$ cat src/rtl/dac_sched_pkg.sv
// Shared types and constants for the APB DAC scheduler.
package dac_sched_pkg;

  localparam int unsigned DAC_DW      = 32;
  localparam int unsigned DEF_TIMEOUT = 16;

  // Encodings match the legacy register values so existing waveforms still decode.
  localparam logic [1:0] ST_IDLE   = 2'd0;
  localparam logic [1:0] ST_SETUP  = 2'd1;
  localparam logic [1:0] ST_ACCESS = 2'd2;

  typedef enum logic [1:0] {
    IDLE   = ST_IDLE,
    SETUP  = ST_SETUP,
    ACCESS = ST_ACCESS
  } state_e;

endpackage

$ cat src/rtl/rr_arbiter.sv
// Round-robin arbiter: the requester after the last winner has the highest priority.
module rr_arbiter #(
  parameter int unsigned N = 4
) (
  input  logic                 clk_i,
  input  logic                 rst_ni,
  input  logic [N-1:0]         req_i,
  input  logic                 update_i,
  output logic [N-1:0]         grant_o,
  output logic [$clog2(N)-1:0] idx_o,
  output logic                 any_o
);

  localparam int unsigned IW = $clog2(N);

  logic [IW-1:0] ptr_q, ptr_d;

  always_comb begin
    int unsigned pos;
    logic        found;
    grant_o = '0;
    idx_o   = '0;
    found   = 1'b0;
    any_o   = |req_i;
    for (int unsigned k = 0; k < N; k++) begin
      pos = (32'(ptr_q) + k) % N;
      if (!found && req_i[pos]) begin
        found        = 1'b1;
        grant_o[pos] = 1'b1;
        idx_o        = IW'(pos);
      end
    end
    ptr_d = IW'((32'(idx_o) + 1) % N);
  end

  always_ff @(posedge clk_i) begin
    if (!rst_ni) begin
      ptr_q <= '0;
    end else if (update_i && any_o) begin
      ptr_q <= ptr_d;
    end
  end

endmodule

$ cat src/rtl/dac_apb_scheduler.sv
// APB master sharing one DAC between N requesters with round-robin arbitration.
// Optional ACCESS timeout enabled by defining DAC_SCHED_TIMEOUT_EN.
module dac_apb_scheduler
  import dac_sched_pkg::*;
#(
  parameter int unsigned N       = 4,
  parameter int unsigned TIMEOUT = DEF_TIMEOUT
) (
  input  logic                PCLK,
  input  logic                PRESET,
  input  logic [N-1:0]        req,
  input  logic [DAC_DW*N-1:0] wdata,
  output logic [N-1:0]        ack,
  output logic [N-1:0]        err,
  output logic                busy,
  output logic                PSEL,
  output logic                PENABLE,
  output logic                PWRITE,
  output logic [DAC_DW-1:0]   PWDATA,
  input  logic                PREADY,
  input  logic                PSLVERR
);

  localparam int unsigned IW = $clog2(N);

  if (N < 2 || N > 16 || TIMEOUT == 0) begin : g_bad_cfg
    $error("dac_apb_scheduler: N must be 2..16 and TIMEOUT nonzero");
  end

  state_e              state_q, state_d;
  logic [N-1:0]        win_q, win_d;
  logic [DAC_DW-1:0]   data_q, data_d;
  logic [N-1:0]        ack_q, ack_d;
  logic [N-1:0]        err_q, err_d;
  logic [N-1:0]        arb_grant;
  logic [IW-1:0]       arb_idx;
  logic                arb_any;
  logic                arb_upd;

  rr_arbiter #(
    .N (N)
  ) u_arb (
    .clk_i    (PCLK),
    .rst_ni   (PRESET),
    .req_i    (req),
    .update_i (arb_upd),
    .grant_o  (arb_grant),
    .idx_o    (arb_idx),
    .any_o    (arb_any)
  );

`ifdef DAC_SCHED_TIMEOUT_EN
  localparam int unsigned CW = $clog2(TIMEOUT + 1);
  logic [CW-1:0] cnt_q, cnt_d;
`endif

  always_comb begin
    state_d = state_q;
    win_d   = win_q;
    data_d  = data_q;
    ack_d   = '0;
    err_d   = '0;
    arb_upd = 1'b0;
`ifdef DAC_SCHED_TIMEOUT_EN
    cnt_d   = cnt_q;
`endif
    case (state_q)
      IDLE: begin
        if (arb_any) begin
          arb_upd = 1'b1;
          win_d   = arb_grant;
          data_d  = wdata[32'(arb_idx)*DAC_DW +: DAC_DW];
          state_d = SETUP;
        end
      end
      SETUP: begin
        state_d = ACCESS;
`ifdef DAC_SCHED_TIMEOUT_EN
        cnt_d   = '0;
`endif
      end
      ACCESS: begin
        if (PREADY) begin
          ack_d   = win_q;
          err_d   = PSLVERR ? win_q : '0;
          state_d = IDLE;
        end
`ifdef DAC_SCHED_TIMEOUT_EN
        // Expiry is detected on the TIMEOUT-th wait cycle; PREADY above wins a tie.
        else if (cnt_q == CW'(TIMEOUT - 1)) begin
          ack_d   = win_q;
          err_d   = win_q;
          state_d = IDLE;
        end else begin
          cnt_d = cnt_q + 1'b1;
        end
`endif
      end
      default: state_d = IDLE;
    endcase
  end

  always_ff @(posedge PCLK) begin
    if (!PRESET) begin
      state_q <= IDLE;
      win_q   <= '0;
      data_q  <= '0;
      ack_q   <= '0;
      err_q   <= '0;
    end else begin
      state_q <= state_d;
      win_q   <= win_d;
      data_q  <= data_d;
      ack_q   <= ack_d;
      err_q   <= err_d;
    end
  end

`ifdef DAC_SCHED_TIMEOUT_EN
  always_ff @(posedge PCLK) begin
    if (!PRESET) begin
      cnt_q <= '0;
    end else begin
      cnt_q <= cnt_d;
    end
  end
`endif

  assign PSEL    = (state_q != IDLE);
  assign PENABLE = (state_q == ACCESS);
  assign PWRITE  = PSEL;
  assign busy    = PSEL;
  assign PWDATA  = data_q;
  assign ack     = ack_q;
  assign err     = err_q;

endmodule

$ cat config.mk
export PLATFORM = sky130hd
export DESIGN_NAME = dac_apb_scheduler
export DESIGN_NICKNAME = d
export VERILOG_FILES = /design/src/rtl/dac_sched_pkg.sv /design/src/rtl/rr_arbiter.sv /design/src/rtl/dac_apb_scheduler.sv
export SDC_FILE = /design/constraint.sdc
export NUM_CORES = 1
export LEC_CHECK = 0
export CAP_MARGIN = 20
export CORE_MARGIN = 2
export CORE_UTILIZATION = 38
export DETAILED_ROUTE_END_ITERATION = 12
export PLACE_DENSITY = 0.78
export SETUP_SLACK_MARGIN = 0.3
export SKIP_CTS_REPAIR_TIMING = 1
export SYNTH_ARGS = -nofsm -noshare
export SYNTH_HDL_FRONTEND = slang
export SYNTH_SLANG_ARGS = --single-unit
export TNS_END_PERCENT = 30
$ cat constraint.sdc
create_clock -name PCLK -period 2.64 [get_ports PCLK]
set_input_delay 0.528 -clock PCLK [delete_from_list [all_inputs] [get_ports PCLK]]
set_output_delay 0.528 -clock PCLK [all_outputs]
set_load 0.1 [all_outputs]
# After elaboration in Yosys (flattened, before gate mapping)

Index checks and enable logic that the tools add are counted.

Register bits after elaboration: 48
Input bits: 136
Output and inout bits: 44
Logic and storage cells: 76

$add $sub $neg: 4
$lt $le $gt $ge: 8
Equality and inequality tests: 4
Shift operators: 1
Multiplexer cells: 32
Bitwise gates (word level): 3
Reductions and logical operators: 18

Operators with widths:

| cell                                                                         | count |
|---|---|
| 128-bit by 8-bit variable part select with 32-bit output                     | 1 |
| 4-bit two-way mux                                                            | 4 |
| 1-bit two-way mux                                                            | 13 |
| 2-bit by 3-bit less-than comparator with 1-bit output, second input constant | 4 |
| 2-bit two-way mux                                                            | 6 |
| 4-bit bitwise OR                                                             | 3 |
| 1-bit binary-select mux with 2-bit select                                    | 4 |
| 1-bit demux with 2-bit select                                                | 4 |
| 2-bit by 1-bit >= comparator with 1-bit output, second input constant        | 4 |
| 1-bit logical AND                                                            | 8 |
| 2-bit case mux with 3 select lines                                           | 1 |
| 2-bit by 1-bit adder with 2-bit output, second input constant                | 2 |
| 2-bit adder, second input constant                                           | 2 |
| 2-bit by 1-bit != test with 1-bit output, second input constant              | 2 |
| 2-bit AND reduction                                                          | 2 |
| 4-bit AND reduction                                                          | 1 |
| 4-bit OR reduction                                                           | 1 |
| 1-bit logical NOT                                                            | 3 |
| 3-bit AND reduction                                                          | 1 |
| 2-bit by 1-bit == test with 1-bit output, second input constant              | 1 |
| 2-bit == test, second input constant                                         | 1 |
| 2-bit logical NOT                                                            | 1 |
| 2-bit nonzero test                                                           | 1 |

# Depth between registers and ports, before layout

Word-level depth: 13
Gate-level depth with buffers: 12
Depth with buffers taken out: 8

# Hierarchy

From an unflattened synthesis, not the netlist that was laid out.

Cells, all modules: 212
Area, all modules: 2860.2 um^2

Modules (own cells, without submodules):

| module            | instances | cells each | area an instance (um^2) | sequential area each (um^2) |
|---|---|---|---|---|
| dac_apb_scheduler | 1         | 152        | 2356.0                  | 920.9 |
| rr_arbiter        | 1         | 60         | 504.2                   | 40.0 |

# Worst setup path after synthesis

OpenSTA, ideal clock, no wires.

Kind: reg-to-reg
Start point: reg u_arb.ptr_q[0]
End point: reg data_q[10] (netlist: PWDATA[10])
Setup time: 58 ps
Arrival time: 2769 ps
Required time: 2582 ps
Path slack: -187 ps
Stages on the path, launching flop included: 12
Path buffers: 3
Clock period less this slack: 2827 ps
Cell sequence: dfxtp_1 buf_2 inv_1 ha_1 or3b_2 a2111o_1 nand3_1 o32a_1 buf_2 or2b_1 buf_2 o21a_1

Word-level cells in the longest chain between the ends: 13
Elaborated cells on any way between the ends: 25
Those cells by class: add/sub: 3; shift: 1; mux: 15; reduce/logical: 6

RTL lines:

| element                                                                         | RTL line                 | source |
|---|---|---|
| start: declaration                                                              | rr_arbiter.sv:16         | `logic [IW-1:0] ptr_q, ptr_d;` |
| start signal: assignment                                                        | rr_arbiter.sv:40         | `ptr_q <= ptr_d;` |
| branches (longest 11 deep; another with 2-bit by 1-bit adder with 2-bit output) | -                        |  |
| 2-bit two-way mux (*)                                                           | rr_arbiter.sv:27         | `if (!found && req_i[pos]) begin` |
| 128-bit by 8-bit variable part select with 32-bit output (*)                    | dac_apb_scheduler.sv:72  | `data_d = wdata[32'(arb_idx)*DAC_DW +: DAC_DW];` |
| end signal: assignment                                                          | dac_apb_scheduler.sv:113 | `data_q <= data_d;` |
| end: declaration                                                                | dac_apb_scheduler.sv:32  | `logic [DAC_DW-1:0] data_q, data_d;` |

Mark *: on every way between the ends. The select of a mux whose other input is x is not followed.
A chain may end at the register's enable or synchronous reset.

# Worst setup path after layout

Start point: reg u_arb.ptr_q[0]
End point: reg data_q[20] (netlist: PWDATA[20])

Same word-level chain as after synthesis.

==> reports/results.ini <==
[synth]
yosys_warnings=0
yosysTopAreaCellShare_pct=24.9
synth_common_cells=51 x o21ai_0, 48 x dfxtp_1, 37 x and3_1
synthArstFlopShare_pct=0
synth_area_leaders=dfxtp_1 25%, mux2_1 8.2%, a41oi_1 7.3%
syn_area_sq_um=3860
ys_seq_area_share_pct=24.9
synth_nets=624
synthFlopType=dfxtp_1
yosys.area.top_type=dfxtp_1
synth-edff-count=0
syn_inst=483
yosys_register_bits=48
synth.distinct_cells=43
synth_area_per_cell_sq_um=7.98
synth_most_common_cell=o21ai_0

[power_and_ir_drop]
p_per_area_nw_per_um2=1090
vdd_drop_max_mv=0.555
leakage_nw=2.48
total_power_mw=6.73

[final_layout]
final_cell_area_sq_um=6190
n_antenna_cell=0
multi_input_area_sq_um=2760
nets=807
final_cells=800
regArea_sq_um=966
drive_gt1_share_pct=19.6
fill_cells=861
area_delta_synth_final_pct=60.5

[outcome]
status=completed

[setup_path]
cp.arrival_ps=2690
crit_type=reg -> reg
critical_path.startpoint_type=flip-flop
cp_max_fo=17
cp.required_ps=2850
r2r_slack_ps=160
worstSetupEndpointType=flip-flop

[sta]
min_period_ps=2480
slew_headroom_pct=70.7
final.setup.worst_slack_ps=156
tightest_slew_ps=437
clock_skew_ps=11.8
finalMaxSlewViolations=0
rsz0062_at_grt=yes
fmax_ghz=0.403
setup_tns_ps=0
hold_violations=0
setup_violations=0
period_share_pct=94.1

[flow_run]
maxCapViolCount=0

[cts]
insertion_delay_ps=310
clk_path_buf_depth=2
clkSinkCount=48
clkSlewWorstSetupHoldPaths_ps=100
cts_tree=yes
numCtsBuffers=5
htree_levels=2
root_buffer=clkbuf_8

[grt]
track_usage_pct=24.9
grt_first_pass_wirelength_um=22700
grt_overflow=0
grt_pass1_vias=4705
grt_max_degree=35
use_met2_pct=44.2
grt_use_met3_pct=5.55
grt-busiest-layer=met2
grt_use_met1_pct=29.2
antenna_found_initial=0

[placement]
pre_cts_slack_ps=-352
dpl_cell_area_sq_um=5870
place_inst=777
hpwlAfterDp_um=9930
port_buffers=179
place_congestion=0.814

[route]
initialDrtViolationCount=264
vias=4693
wl_um=14500
dr.pass1.iters=5
wire_per_inst_um=18.1
detail-route-antenna-nets=0
vias_per_cell=5.87
drc_errors=0

[die]
die_x_um=105
core_area_sq_um=9820
start_util_pct=39.3
pin_count=180
rows=36
dieArea_sq_um=11000
die_height_um=105

[min_path]
hold_class=reg -> reg

## final timing paths
check                                     from          to  cells after the start
worst min-delay path                  win_q[3]      ack[3]                      1
worst max register to register  u_arb.ptr_q[0]  PWDATA[20]                      9
worst min register to register        win_q[3]      ack[3]                      1
worst max-delay path            u_arb.ptr_q[0]  PWDATA[20]                      9
## state kept, by name (all words and copies together), names as in the netlist
register     count
PWDATA          32
state_q          2
err              4
u_arb.ptr_q      2
ack              4
win_q            4
## worst max-delay path, stage by stage (launching register included)
cell	delay, ps
dfxtp_4	390
inv_6	40
ha_4	310
mux4_2	530
nand2b_4	190
a21oi_4	150
nor2_4	90
buf_12	160
mux2_1	330
o21a_1	170
## routing by layer
layer | wire [um] | vias up
met3 | 1170 | 29
met4 | 301 | 0
li1 | - | 2207
met1 | 5700 | 2223
met2 | 7280 | 234
met5 | 0 | -
## layout by cell type (no fill, tap or decap), types with 17 or more instances in the layout
cell type and n:
mux2_1 27, o21a_1 32, a41oi_1 32, a22oi_1 36, nand2_1 35, o21ai_0 48
nor2_1 17, a21boi_0 27, buf_4 75, clkdlybuf4s50_1 131, dfxtp_1 46, and3_1 37
## metrics by stage
step | utilization (%) | hold slack, ps
floorplan | - | 445
global placement | 59.8 | 465
detailed placement | 59.8 | 474
CTS | 60.7 | 492
global route | 63.0 | 512
finish | 63.0 | 486
## logic make-up after synthesis
logic type / after synthesis / share of synthesized area (%)
buffers and inverters: 55 / 6.03
muxes: 42 / 12.7
xor gates and xnor gates: 1 / 0.227
DFF: 48 / 24.9
and+or+nand+nor: 112 / 14.8
adders and majority gates: 5 / 1.62
AOI/OAI and AO/OA: 220 / 39.7
## power breakdown
| group | total, mW | switching (mW) | internal, mW | leakage [nW] |
|---|---|---|---|---|
| clock network | 0.462 | 0.276 | 0.186 | 0.0479 |
| registers | 1.14 | 0.187 | 0.954 | 0.398 |
| logic | 5.13 | 3.24 | 1.89 | 2.04 |
## area by class of cell
| type | instances | area share, % |
|---|---|---|
| Timing Repair Buffer | 228 | 35.4 |
| Tap cell | 133 | 2.69 |
| Clock buffer | 5 | 1.11 |
| Clock inverter | 3 | 0.303 |
| Sequential cell | 48 | 15.6 |
| Inverter | 3 | 0.303 |
| Multi-Input combinational cell | 380 | 44.6 |
Note: power is estimated with default switching activity, not from simulation.
